File: config.mk
export PLATFORM = sky130hd
export DESIGN_NAME = klingon_display_scanner_flat
export DESIGN_NICKNAME = d
export VERILOG_FILES = /design/src/rtl/klingon_display_scanner_if.sv /design/src/rtl/klingon_display_scanner.sv /design/src/flat_wrapper.sv
export SDC_FILE = /design/constraint.sdc
export NUM_CORES = 1
export LEC_CHECK = 0
export ABC_AREA = 0
export CORE_AREA = 2 2 71 73
export DETAILED_ROUTE_END_ITERATION = 10
export DIE_AREA = 0 0 73 75
export PLACE_DENSITY = 0.76
export REMOVE_ABC_BUFFERS = 1
export SYNTH_ARGS = -nofsm -noshare
export SYNTH_HDL_FRONTEND = slang
export SYNTH_SLANG_ARGS = --single-unit
File: constraint.sdc
create_clock -name clk -period 2.75 [get_ports clk]
set_clock_uncertainty 0.1 [all_clocks]
set_input_delay 0.6875 -clock clk [delete_from_list [all_inputs] [get_ports clk]]
set_output_delay 0.6875 -clock clk [all_outputs]
set_load 0.01 [all_outputs]
File: src/rtl/klingon_display_scanner_if.sv
// Display scanner bus: load handshake, shared-decoder link and display drive.
interface klingon_display_scanner_if #(
  parameter int NUM_DIGITS = 4
);
  logic                    en;
  logic                    load_req;
  logic [4*NUM_DIGITS-1:0] digits_in;
  logic                    load_ack;
  logic [3:0]              dec_code;
  logic [6:0]              dec_y;
  logic [6:0]              seg_out;
  logic [NUM_DIGITS-1:0]   an_n;
  logic                    frame_tick;

  // System side: enables the scan, offers values, hosts the shared decoder.
  modport master (
    output en, load_req, digits_in, dec_y,
    input  load_ack, dec_code, seg_out, an_n, frame_tick
  );

  // Scanner side.
  modport slave (
    input  en, load_req, digits_in, dec_y,
    output load_ack, dec_code, seg_out, an_n, frame_tick
  );
endinterface

File: src/rtl/klingon_display_scanner.sv
// Multiplexed common-anode display scanner sharing one 7-segment decoder.
// Each digit slot opens with blank guard cycles while the decoder settles,
// then lights the anode; new values are taken only at frame boundaries.
module klingon_display_scanner #(
  parameter int NUM_DIGITS   = 4,
  parameter int SLOT_CYCLES  = 1000,
  parameter int GUARD_CYCLES = 2
) (
  input  logic                      clk,
  input  logic                      rst_n,
  klingon_display_scanner_if.slave  bus
);

  localparam int SLOT_W = $clog2(SLOT_CYCLES);
  localparam int IDX_W  = $clog2(NUM_DIGITS);
  localparam int SH_W   = 4 * NUM_DIGITS;

  localparam logic [SLOT_W-1:0] SLOT_LAST  = SLOT_W'(SLOT_CYCLES - 1);
  localparam logic [SLOT_W-1:0] GUARD_LAST = SLOT_W'(GUARD_CYCLES - 1);
  localparam logic [IDX_W-1:0]  IDX_LAST   = IDX_W'(NUM_DIGITS - 1);

  localparam logic [1:0] S_OFF   = 2'd0;
  localparam logic [1:0] S_GUARD = 2'd1;
  localparam logic [1:0] S_SHOW  = 2'd2;

  logic [1:0]            r_state;
  logic [SLOT_W-1:0]     r_slot;
  logic [IDX_W-1:0]      r_idx;
  logic [SH_W-1:0]       r_shadow;
  logic [3:0]            r_dec_code;
  logic [6:0]            r_seg;
  logic [NUM_DIGITS-1:0] r_an_n;
  logic                  r_ack;
  logic                  r_tick;

  logic [1:0]            w_nxt_state;
  logic [SLOT_W-1:0]     w_nxt_slot;
  logic [IDX_W-1:0]      w_nxt_idx;
  logic [SH_W-1:0]       w_nxt_shadow;
  logic [6:0]            w_nxt_seg;
  logic                  w_nxt_ack;
  logic [3:0]            w_nxt_code;
  logic [NUM_DIGITS-1:0] w_nxt_an_n;
  logic                  w_nxt_tick;
  logic                  w_frame_end;

  // Last SHOW cycle of the last digit: the only edge where a load may land while scanning.
  assign w_frame_end = (r_state == S_SHOW) && (r_idx == IDX_LAST) && (r_slot == SLOT_LAST);

  // Next-state scan sequencing, segment capture and frame-boundary load.
  always_comb begin
    w_nxt_state  = r_state;
    w_nxt_slot   = r_slot;
    w_nxt_idx    = r_idx;
    w_nxt_seg    = r_seg;
    w_nxt_shadow = r_shadow;
    w_nxt_ack    = 1'b0;
    if (!bus.en) begin
      w_nxt_state = S_OFF;
      w_nxt_slot  = '0;
      w_nxt_idx   = '0;
      w_nxt_seg   = '0;
    end else begin
      case (r_state)
        S_GUARD: begin
          w_nxt_slot = r_slot + SLOT_W'(1);
          if (r_slot == GUARD_LAST) begin
            // Code has been on the decoder for at least one full cycle here.
            w_nxt_seg   = (r_dec_code > 4'd9) ? 7'd0 : bus.dec_y;
            w_nxt_state = S_SHOW;
          end
        end
        S_SHOW: begin
          if (r_slot == SLOT_LAST) begin
            w_nxt_slot  = '0;
            w_nxt_idx   = (r_idx == IDX_LAST) ? '0 : r_idx + IDX_W'(1);
            w_nxt_state = S_GUARD;
          end else begin
            w_nxt_slot = r_slot + SLOT_W'(1);
          end
        end
        default: begin
          w_nxt_state = S_GUARD;
          w_nxt_slot  = '0;
          w_nxt_idx   = '0;
        end
      endcase
    end
    // Load is decided on the current state, so it still lands when en drops at frame end.
    if (bus.load_req && (w_frame_end || (r_state == S_OFF))) begin
      w_nxt_shadow = bus.digits_in;
      w_nxt_ack    = 1'b1;
    end
  end

  // Outputs are precomputed from next-state values so they register glitch-free.
  assign w_nxt_code = w_nxt_shadow[{w_nxt_idx, 2'b00} +: 4];
  assign w_nxt_an_n = (w_nxt_state == S_SHOW) ? ~(NUM_DIGITS'(1) << w_nxt_idx) : '1;
  assign w_nxt_tick = (w_nxt_state == S_SHOW) && (w_nxt_idx == IDX_LAST) &&
                      (w_nxt_slot == SLOT_LAST);

  // State and output registers; reset blanks the display without waiting for a clock.
  always_ff @(posedge clk or negedge rst_n) begin
    if (!rst_n) begin
      r_state    <= S_OFF;
      r_slot     <= '0;
      r_idx      <= '0;
      r_shadow   <= '0;
      r_dec_code <= '0;
      r_seg      <= '0;
      r_an_n     <= '1;
      r_ack      <= 1'b0;
      r_tick     <= 1'b0;
    end else begin
      r_state    <= w_nxt_state;
      r_slot     <= w_nxt_slot;
      r_idx      <= w_nxt_idx;
      r_shadow   <= w_nxt_shadow;
      r_dec_code <= w_nxt_code;
      r_seg      <= w_nxt_seg;
      r_an_n     <= w_nxt_an_n;
      r_ack      <= w_nxt_ack;
      r_tick     <= w_nxt_tick;
    end
  end

  assign bus.dec_code   = r_dec_code;
  assign bus.seg_out    = r_seg;
  assign bus.an_n       = r_an_n;
  assign bus.load_ack   = r_ack;
  assign bus.frame_tick = r_tick;

endmodule

File: src/flat_wrapper.sv
// flat-port wrapper written by rule: the top's interface ports become plain ports
module klingon_display_scanner_flat 
#(
  parameter int NUM_DIGITS   = 4,
  parameter int SLOT_CYCLES  = 1000,
  parameter int GUARD_CYCLES = 2
)
  (clk, rst_n, bus_en, bus_load_req, bus_digits_in, bus_dec_y, bus_load_ack, bus_dec_code, bus_seg_out, bus_an_n, bus_frame_tick);
  klingon_display_scanner_if #(.NUM_DIGITS(NUM_DIGITS)) bus_i ();
  input  logic clk;
  input  logic rst_n;
  input wire logic [$bits(bus_i.en)-1:0] bus_en;
  input wire logic [$bits(bus_i.load_req)-1:0] bus_load_req;
  input wire logic [$bits(bus_i.digits_in)-1:0] bus_digits_in;
  input wire logic [$bits(bus_i.dec_y)-1:0] bus_dec_y;
  output wire logic [$bits(bus_i.load_ack)-1:0] bus_load_ack;
  output wire logic [$bits(bus_i.dec_code)-1:0] bus_dec_code;
  output wire logic [$bits(bus_i.seg_out)-1:0] bus_seg_out;
  output wire logic [$bits(bus_i.an_n)-1:0] bus_an_n;
  output wire logic [$bits(bus_i.frame_tick)-1:0] bus_frame_tick;
  assign bus_i.en = bus_en;
  assign bus_i.load_req = bus_load_req;
  assign bus_i.digits_in = bus_digits_in;
  assign bus_i.dec_y = bus_dec_y;
  assign bus_load_ack = bus_i.load_ack;
  assign bus_dec_code = bus_i.dec_code;
  assign bus_seg_out = bus_i.seg_out;
  assign bus_an_n = bus_i.an_n;
  assign bus_frame_tick = bus_i.frame_tick;
  klingon_display_scanner #(.NUM_DIGITS(NUM_DIGITS), .SLOT_CYCLES(SLOT_CYCLES), .GUARD_CYCLES(GUARD_CYCLES)) u_core (.clk(clk), .rst_n(rst_n), .bus(bus_i));
endmodule
After elaboration in Yosys (flattened, before gate mapping)
Cells that the tools add are included.
{"block": "classes", "shifts": 2, "div_mod_pow": 0, "reduce_logical": 8, "magnitude_cmp": 1, "bitwise": 1, "eq_ne": 10, "n_addsub": 2, "mul": 0, "mux": 18}
{"cell": "$mux W7", "n": 4}
{"cell": "$eq A10 B10 Y1 const B", "n": 2}
{"cell": "$mux W10", "n": 2}
{"cell": "$pmux W10 S2", "n": 1}
{"cell": "$mux W16", "n": 1}
{"cell": "$shiftx A16 B5 Y4", "n": 1}
{"cell": "$mux W2", "n": 6}
{"cell": "$add A10 B1 Y10 const B", "n": 1}
{"cell": "$eq A10 B1 Y1 const B", "n": 1}
{"cell": "$eq A2 B2 Y1 const B", "n": 4}
{"cell": "$pmux W2 S2", "n": 2}
{"cell": "$logic_and A1 B1 Y1", "n": 5}
{"cell": "$gt A4 B4 Y1 const B", "n": 1}
{"cell": "$mux W4", "n": 1}
{"cell": "$ne A2 B1 Y1 const B", "n": 2}
{"cell": "$not A4 Y4", "n": 1}
{"cell": "$shl A1 B2 Y4 const A", "n": 1}
{"cell": "$add A2 B1 Y2 const B", "n": 1}
{"cell": "$eq A2 B1 Y1 const B", "n": 1}
{"cell": "$logic_not A2 Y1", "n": 1}
{"cell": "$reduce_and A2 Y1", "n": 1}
{"cell": "$logic_or A1 B1 Y1", "n": 1}
{"cell": "$mux W1", "n": 1}
{"block": "totals", "ff_bits": 47, "latch_bits": 0, "output_inout_bits": 17, "inputBits": 27, "wordCells": 51, "mem_bits_rw": 0, "romBits": 0, "memories": 0}

Longest topological paths before layout
Gate-level depths: netlist (run 1).
{"block": "depth", "word_depth": 8, "depth_mapped": 9, "mapped_depth_nobuf": 8}

Worst setup path before layout (run 1)
Ideal clock, no wire load.
{"block": "synth_timing", "kind": "register -> register", "start": "reg u_core.r_slot[0]", "end": "reg u_core.r_dec_code[0] (netlist: u_core.bus.dec_code[0])", "path_buffers": 1, "required_ns": 2.532, "setup_slack_ns": 0.482, "t_arrival_ns": 2.050, "synth_period_minus_slack_ns": 2.268, "stages_incl_launch_ff": 9, "setup_ns": 0.118, "cell_sequence": "dfrtp_1 > ha_1 > and4_4 > nand3_2 > o21ai_2 > buf_6 > mux2_2 > a32o_1 > a21o_1"}
{"block": "synth_between", "elab_chain_len": 6, "word_cells_on_any_way": 9, "classes_between": "eq/ne: 1; shift: 1; mux: 4; reduce/logical: 3"}
{"item": "start: declaration", "line_no": "klingon_display_scanner.sv:27", "rtl": "logic [SLOT_W-1:0] r_slot;"}
{"item": "start signal: assignment", "line_no": "klingon_display_scanner.sv:116", "rtl": "r_slot <= w_nxt_slot;"}
{"item": "$eq A10 B10 Y1", "line_no": "klingon_display_scanner.sv:48", "rtl": "assign w_frame_end = (r_state == S_SHOW) && (r_idx == IDX_LAST) && (r_slot == SLOT_LAST);"}
{"item": "$logic_and A1 B1 Y1", "line_no": "klingon_display_scanner.sv:48"}
{"item": "$logic_or A1 B1 Y1", "line_no": "klingon_display_scanner.sv:90", "rtl": "if (bus.load_req && (w_frame_end || (r_state == S_OFF))) begin"}
{"item": "$logic_and A1 B1 Y1", "line_no": "klingon_display_scanner.sv:90"}
{"item": "$mux W16", "line_no": "klingon_display_scanner.sv:90"}
{"item": "via u_core.w_nxt_shadow[4]", "line_no": "klingon_display_scanner.sv:39", "rtl": "logic [SH_W-1:0] w_nxt_shadow;"}
{"item": "$shiftx A16 B5 Y4", "line_no": "klingon_display_scanner.sv:97", "rtl": "assign w_nxt_code = w_nxt_shadow[{w_nxt_idx, 2'b00} +: 4];"}
{"item": "via u_core.w_nxt_code[0]", "line_no": "klingon_display_scanner.sv:42", "rtl": "logic [3:0] w_nxt_code;"}
{"item": "end signal: assignment", "line_no": "klingon_display_scanner.sv:119", "rtl": "r_dec_code <= w_nxt_code;"}
{"item": "end: declaration", "line_no": "klingon_display_scanner.sv:30", "rtl": "logic [3:0] r_dec_code;"}
The timed path passes the listed nets, and every way through them passes these cells.
A chain may end at the register's enable or synchronous reset.

Worst setup path in the final report (run 1)
{"block": "layout_timing", "start": "reg u_core.r_slot[0]", "end": "reg u_core.r_dec_code[1] (netlist: u_core.bus.dec_code[1])"}
Same word-level chain as after synthesis.

==> metrics.md, run 1 <==
| Metric | Value |
|---|---|
| Status | `finished clean` |
| Commonest non-fill, non-tap cell in the layout | `dfrtp_1` |
| Crit end category | `flop` |
| Initial antenna violation count | `0` |
| Cell Area, Synth | `2290 sq um` |
| Leading post-synthesis cells by cell area | `dfrtp_1 (47%), mux2_2 (7.4%), mux2i_1 (5.2%)` |
| Core area | `4660 sq um` |
| Largest net degree at the start of global routing | `22` |
| Share of cells above drive strength 1 | `a little over a fifth` |
| Fin util | `62.7%` |
| RSZ-0062 raised after global routing | `false` |
| Dominant synthesized flop cell | `dfrtp_1` |
| Tot Pwr | `1.49 mW` |
| Synth warn | `0` |
| Minimum clock period | `2.48 ns` |
| Post-cts sizing count | `0` |
| Starting DRT DRC Count | `roughly 120` |
| Routed WL | `4470 microns` |
| DP Worst Slack | `roughly 0.13 ns` |
| Final Cycle Share | `~90%` |
| Wirelength per Cell | `15.2 microns` |
| Post-route DRC | `0` |
| Syn avg cell area | `12.1 sq um` |
| Post-CTS setup buffer count | `0` |
| Reg2Reg Depth | `8` |
| Worst setup margin | `0.269 ns` |
| Crit-path max FO | `21` |
| Commonest cells after routing, fill and taps aside | `dfrtp_1 (43), clkdlybuf4s50_1 (42), mux2_2 (15), nor2_1 (15)` |
| Drt pass-1 iters | `4` |
| Cells after Synth | `189` |
| Reg2Reg Launch Point | `u_core.r_slot[0]` |
| Post-DP HPWL | `about 3300 microns` |
| Top cell type's share of synthesized area | `46.9%` |
| Total of max-cap violations | `0` |
| Register-to-register setup slack | `0.27 ns` |
| #FFs+latches synth | `47` |
| GRT Overall Usage | `17.9%` |
| Lkg Pwr | `roughly 1.2 nW` |
| EDFF count, synth | `0` |
| Async S/R FF share, synth | `100%` |
| Count of final setup violators | `0` |
| Total Die Area | `~5500 sq um` |
| DP Cell Count | `286` |
| Hold_buf cts | `0` |
| DP Area | `2800 sq um` |
| Diode count | `0` |
| Layout overhead on the synthesized area | `27.4%` |
| Worst hold slack | `around 0.19 ns` |
| Worst Setup Path Type | `reg -> reg` |
| Num CTS Buffers | `5` |
| Area leader, netlist | `dfrtp_1` |
| TritonCTS clock tree | `yes` |
| Routability cong. | `0.823` |
| Critical Path Start Type | `flop` |
| # port buffers | `43` |
| Power Density | `510 nW/um^2` |
| Routed vias | `1613` |
| Critical Path AT | `about 2.6 ns` |
| Clk Latency, worst-skew pair | `roughly 0.30 ns` |
| Clock-pin slew on the worst setup and hold paths | `0.09 ns` |
| Htree depth | `2` |
| First-pass GRT wire length | `7310 microns` |
| CTS root buf | `clkbuf_8` |
| Critical Path RT | `2.84 ns` |
| Worst Hold Class | `in -> async` |
| Hold Fails Final Rpt | `0` |
| Reg-to-Reg End | `u_core.bus.dec_code[1]` |
| Clock Path Buffers | `2` |
| Max-slew violation count | `0` |
| Clk sinks | `47` |
| Total gr overflow | `0` |
| Final non-filler cell total | `294` |
| Distinct cells, synth | `46` |
| Number of fill cells | `390` |
| Sequential cell area fraction in the yosys report | `51.5%` |
| Relative slew slack | `71.8%` |
| Die height | `75 microns` |
| Number of nets with antenna violations after routing | `0` |
| Nets | `272` |
| # IOs | `44` |
| Initial core utilization | `~49%` |
| Vias/cell | `5.49` |
| Vias in the first global route | `1539` |
| Final instance area | `2920 sq um` |
| Fmax | `403 MHz` |
| Total negative slack | `0 ns` |
| Peak VDD IR | `0.321 mV` |
| Die Width | `73 microns` |
| FP Rows | `25` |
| Slew @ Worst Pin | `0.422 ns` |
## area by class of cell
cell class / count / area [sq um] / area share, %
multi-input combinational: 127 / 1030 / 35.3
inverter: 7 / 26.3 / 0.899
tap: 54 / 67.6 / 2.31
clock inverter: 2 / 35.0 / 1.20
timing repair buffer: 51 / 498 / 17.0
sequential: 47 / 1180 / 40.4
clock buffer: 6 / 82.6 / 2.83
## Yosys cell counts (5+ instances only)
master and number:
mux2i_1 12, ha_1 6, xnor2_1 5, inv_1 7
nor2_1 15, a22o_1 7, mux2_2 15, dfrtp_1 43
nand2_1 12, nand3_1 8
## registers in the layout, indices dropped and copies added (netlist names)
name / flops
u_core.bus.an_n: 4
u_core.r_idx: 2
u_core.bus.dec_code: 4
u_core.r_state: 2
u_core.r_slot: 10
u_core.bus.seg_out: 7
u_core.bus.frame_tick: 1
u_core.bus.load_ack: 1
u_core.r_shadow: 16
## power by group
group | switching, mW | leakage, nW | internal, mW
clock network | 0.228 | 0.0612 | 0.294
registers | 0.0209 | 0.594 | 0.741
logic | 0.0847 | 0.594 | 0.122
total | 0.334 | 1.25 | 1.16
## cells by family (layout without fill, tap and decap cells)
family | after synthesis | in the layout | synth area share (%)
fa+ha+maj | 6 | 6 | 3.27
flops | 47 | 47 | 51.5
simple gates | 55 | 55 | 13.5
buf+inv | 15 | 66 | 3.55
compound gates | 29 | 29 | 11.5
xor+xnor | 9 | 9 | 3.44
mux | 28 | 28 | 13.3
## worst max-delay path, cell delays in order (launching register included)
cell and delay [ns]:
dfrtp_1 0.44, ha_1 0.26, and4_4 0.28, nand3_2 0.11, o21ai_2 0.21, buf_12 0.19
mux2_2 0.36, a32o_1 0.26, a21o_1 0.15
## layer usage
layer / share of wire, % / global-route usage (%)
met5: 0 / 0
met2: 45 / 25.9
met4: 1.6 / 6.17
met3: 5.0 / 4.95
met1: 48 / 26.0
## worst max path at each step
stage | start | end | slack [ns]
after floorplan | u_core.r_slot[0] | u_core.bus.dec_code[1] | 0.08
after global placement | bus_load_req | u_core.bus.dec_code[1] | 0.16
after detailed placement | bus_load_req | u_core.bus.dec_code[2] | 0.13
after CTS | u_core.r_slot[0] | u_core.bus.dec_code[1] | 0.29
after global routing | u_core.r_slot[0] | u_core.bus.dec_code[1] | 0.17
final | u_core.r_slot[0] | u_core.bus.dec_code[1] | 0.27
Note: power is estimated with default switching activity, not from simulation.
==> run 2: changes to the inputs <==
Settings changed: CORE_AREA 2 2 71 73 to 2 2 67 69, DIE_AREA 0 0 73 75 to 0 0 69 71, DONT_BUFFER_PORTS set to 1, PLACE_DENSITY 0.76 to 0.7.
==> metrics.md, run 2 (synthesized netlist as in run 1, its figures left out) <==
| Metric | Value |
|---|---|
| Final Cycle Share | `89.0% (-1.2 points)` |
| Lkg Pwr | `1.06 nW (-15%)` |
| Share of cells above drive strength 1 | `23.7% (+2.5 points)` |
| RSZ-0062 raised after global routing | `false` |
| Routed WL | `4570 microns (+2.2%)` |
| Maximum cell stage delay along the critical path | `0.43 ns (about the same)` |
| Hold Fails Final Rpt | `0 (unchanged)` |
| Crit-path max FO | `21 (unchanged)` |
| Count of final setup violators | `0 (unchanged)` |
| Initial core utilization | `54.6% (+5.3 points)` |
| Layout overhead on the synthesized area | `7.31%` |
| Relative slew slack | `71.5% (-0.34 points)` |
| Top reg by flops | `u_core.r_shadow` |
| Status | `finished clean` |
| Worst setup margin | `0.303 ns (+0.0337 ns)` |
| Gate power share | `10.1% (-3.7 points)` |
| Critical Path Start Type | `flop` |
| Vias/cell | `5.97 (+8.8%)` |
| # IOs | `44 (unchanged)` |
| DP Cell Count | `237 (-17%)` |
| Post-cts sizing count | `0 (unchanged)` |
| TritonCTS clock tree | `yes` |
| P_int | `1.02 mW (-12%)` |
| Total gr overflow | `0 (unchanged)` |
| # port buffers | `0 (-100%)` |
| Switching share of power | `24.2% (+1.8 points)` |
| Core area | `4200 sq um (-9.8%)` |
| Max reg flops | `16 (unchanged)` |
| DP Area | `2350 sq um (-16%)` |
| Die height | `71 microns (-5.3%)` |
| Number of fill cells | `363 (-6.9%)` |
| Post-route DRC | `0 (unchanged)` |
| Clock network power share | `32.7% (-2.3 points)` |
| Wirelength per Cell | `18.6 microns (+22%)` |
| Post-DP HPWL | `3210 microns (-2.2%)` |
| Critical Path RT | `2.86 ns (+0.02 ns)` |
| Crit end category | `flop` |
| Starting DRT DRC Count | `95 (-17%)` |
| Register-to-register setup slack | `0.30 ns (+0.03 ns)` |
| Clk Latency, worst-skew pair | `0.30 ns (about the same)` |
| Clock Path Buffers | `2 (unchanged)` |
| Total negative slack | `0 ns (unchanged)` |
| Crit path depth | `8 (unchanged)` |
| Peak VDD IR | `0.296 mV (-7.7%)` |
| Total of max-cap violations | `0 (unchanged)` |
| Worst-path cell chain | `ha_1, and4_4, nand3_2, o21ai_2, buf_12, mux2_2, a32o_1, a21o_1` |
| Reg2Reg Launch Point | `u_core.r_slot[0]` |
| Largest net degree at the start of global routing | `44 (+100%)` |
| Power Density | `547 nW/um^2 (+7.2%)` |
| Htree depth | `2 (unchanged)` |
| Nets | `226 (-17%)` |
| Routability cong. | `0.828 (+0.67%)` |
| GRT Overall Usage | `20.2% (+2.3 points)` |
| Final instance area | `2460 sq um (-16%)` |
| CP delay by family, top | `compound AO/OA/AOI/OAI gates` |
| FP Rows | `24 (-4.0%)` |
| Fmax | `409 MHz (+1.4%)` |
| CTS root buf | `clkbuf_8` |
| CP max-delay cell | `dfrtp_1` |
| CP endpoint | `u_core.bus.dec_code[2]` |
| Die Width | `69 microns (-5.5%)` |
| Max-slew violation count | `0 (unchanged)` |
| Commonest cells after routing, fill and taps aside | `dfrtp_1 (43), mux2_2 (15), nor2_1 (15), nand2_1 (12), mux2i_1 (12)` |
| Buffer and inverter count on the worst path | `1 (unchanged)` |
| Fin util | `58.5% (-4.1 points)` |
| Total Die Area | `4900 sq um (-11%)` |
| Multi-input logic area | `1030 sq um (unchanged)` |
| Routed vias | `1469 (-8.9%)` |
| CP startpoint | `u_core.r_slot[0]` |
| Initial antenna violation count | `0 (unchanged)` |
| Number of nets with antenna violations after routing | `0 (unchanged)` |
| Sequential Area | `1180 sq um (unchanged)` |
| Critical Path AT | `2.55 ns (-0.02 ns)` |
| Worst Setup Path Type | `reg -> reg` |
| First-pass GRT wire length | `7910 microns (+8.2%)` |
| Vias in the first global route | `1578 (+2.5%)` |
| Diode count | `0 (unchanged)` |
| Worst Hold Class | `in -> async` |
| Final non-filler cell total | `246 (-16%)` |
| Num CTS Buffers | `5 (unchanged)` |
| Clk sinks | `47 (unchanged)` |
| Slew @ Worst Pin | `0.427 ns (+0.00504 ns)` |
| Sequential Power Share | `57.2% (+6.1 points)` |
| Commonest non-fill, non-tap cell in the layout | `dfrtp_1` |
| Reg-to-Reg End | `u_core.bus.dec_code[2]` |
| Minimum clock period | `2.45 ns (-0.0337 ns)` |
| Drt pass-1 iters | `4 (unchanged)` |
| Net Switching | `0.326 mW (-2.4%)` |
| Clock-pin slew on the worst setup and hold paths | `0.09 ns (about the same)` |
| Reg2Reg Depth | `8 (unchanged)` |
| DP Worst Slack | `0.308 ns (+0.175 ns)` |
## run 2: cell types whose count changed in the layout (fill, tap and decap cells not counted)
| cell | previous run | this run |
|---|---|---|
| clkdlybuf4s50_1 | 42 | 0 |
| buf_4 | 7 | 3 |
| buf_12 | 1 | 2 |
| buf_2 | 1 | 0 |
| bufinv_16 | 1 | 0 |
| clkbuf_1 | 0 | 1 |
| clkinv_2 | 1 | 0 |
| inv_6 | 0 | 1 |
## run 2: stage by stage
step	hold WS [ns]	total power [mW]
2_1_floorplan	0.292	0.875
3_3_place_gp	0.294	0.898
3_5_place_dp	0.294	0.906
4_1_cts	0.113	1.35
5_1_grt	0.0986	1.41
6_report	0.117	1.35
## run 2: how the worst min path moves through the flow
| stage | end | cells after the start | start | slack, ns |
|---|---|---|---|---|
| after floorplan | u_core.bus.dec_code[0] | 0 | rst_n | 0.29 |
| after global placement | u_core.r_slot[9] | 0 | rst_n | 0.29 |
| after detailed placement | u_core.r_state[0] | 0 | rst_n | 0.29 |
| after CTS | u_core.bus.an_n[1] | 0 | rst_n | 0.11 |
| after global routing | u_core.bus.an_n[1] | 0 | rst_n | 0.1 |
| final | u_core.bus.an_n[0] | 0 | rst_n | 0.12 |
## run 2: worst register-to-register path: cells and delay by family, from the launching register on
| family | cells | cell delay, ns |
|---|---|---|
| simple gates | 2 | 0.39 |
| mux | 1 | 0.38 |
| fa+ha+maj | 1 | 0.26 |
| compound gates | 3 | 0.62 |
| buf+inv | 1 | 0.19 |
| flops | 1 | 0.43 |
## run 2: layer usage
metal,share of wire (%),GRT usage (%),up-vias,routed length [microns]
met5,0,0,-,0
met4,1.1,5.23,0,49
met3,8.3,7.69,7,377
met2,48,33.7,56,2210
met1,42,25.0,723,1930
li1,-,-,683,-
## run 2: area by class of cell
| type | count | area share (%) |
|---|---|---|
| Clock buffer | 7 | 3.51 |
| Sequential cell | 47 | 48.0 |
| Clock inverter | 1 | 0.356 |
| Timing Repair Buffer | 5 | 2.54 |
| Inverter | 7 | 1.07 |
| Tap cell | 52 | 2.64 |
| Multi-Input combinational cell | 127 | 41.9 |
## run 2: power groups by stage
stage,combinational (mW),clock [mW],sequential [mW]
CTS,0.138,0.445,0.772
global placement,0.115,0,0.782
detailed placement,0.121,0,0.785
global route,0.150,0.481,0.777
finish,0.136,0.440,0.771
floorplan,0.0984,0,0.776
## run 2: what timing repair did
| item | CTS | global route |
|---|---|---|
| hold endpoints to repair | 43 | 0 |
| hold buffers | 1 | 0 |
| setup buffers | 0 | 0 |
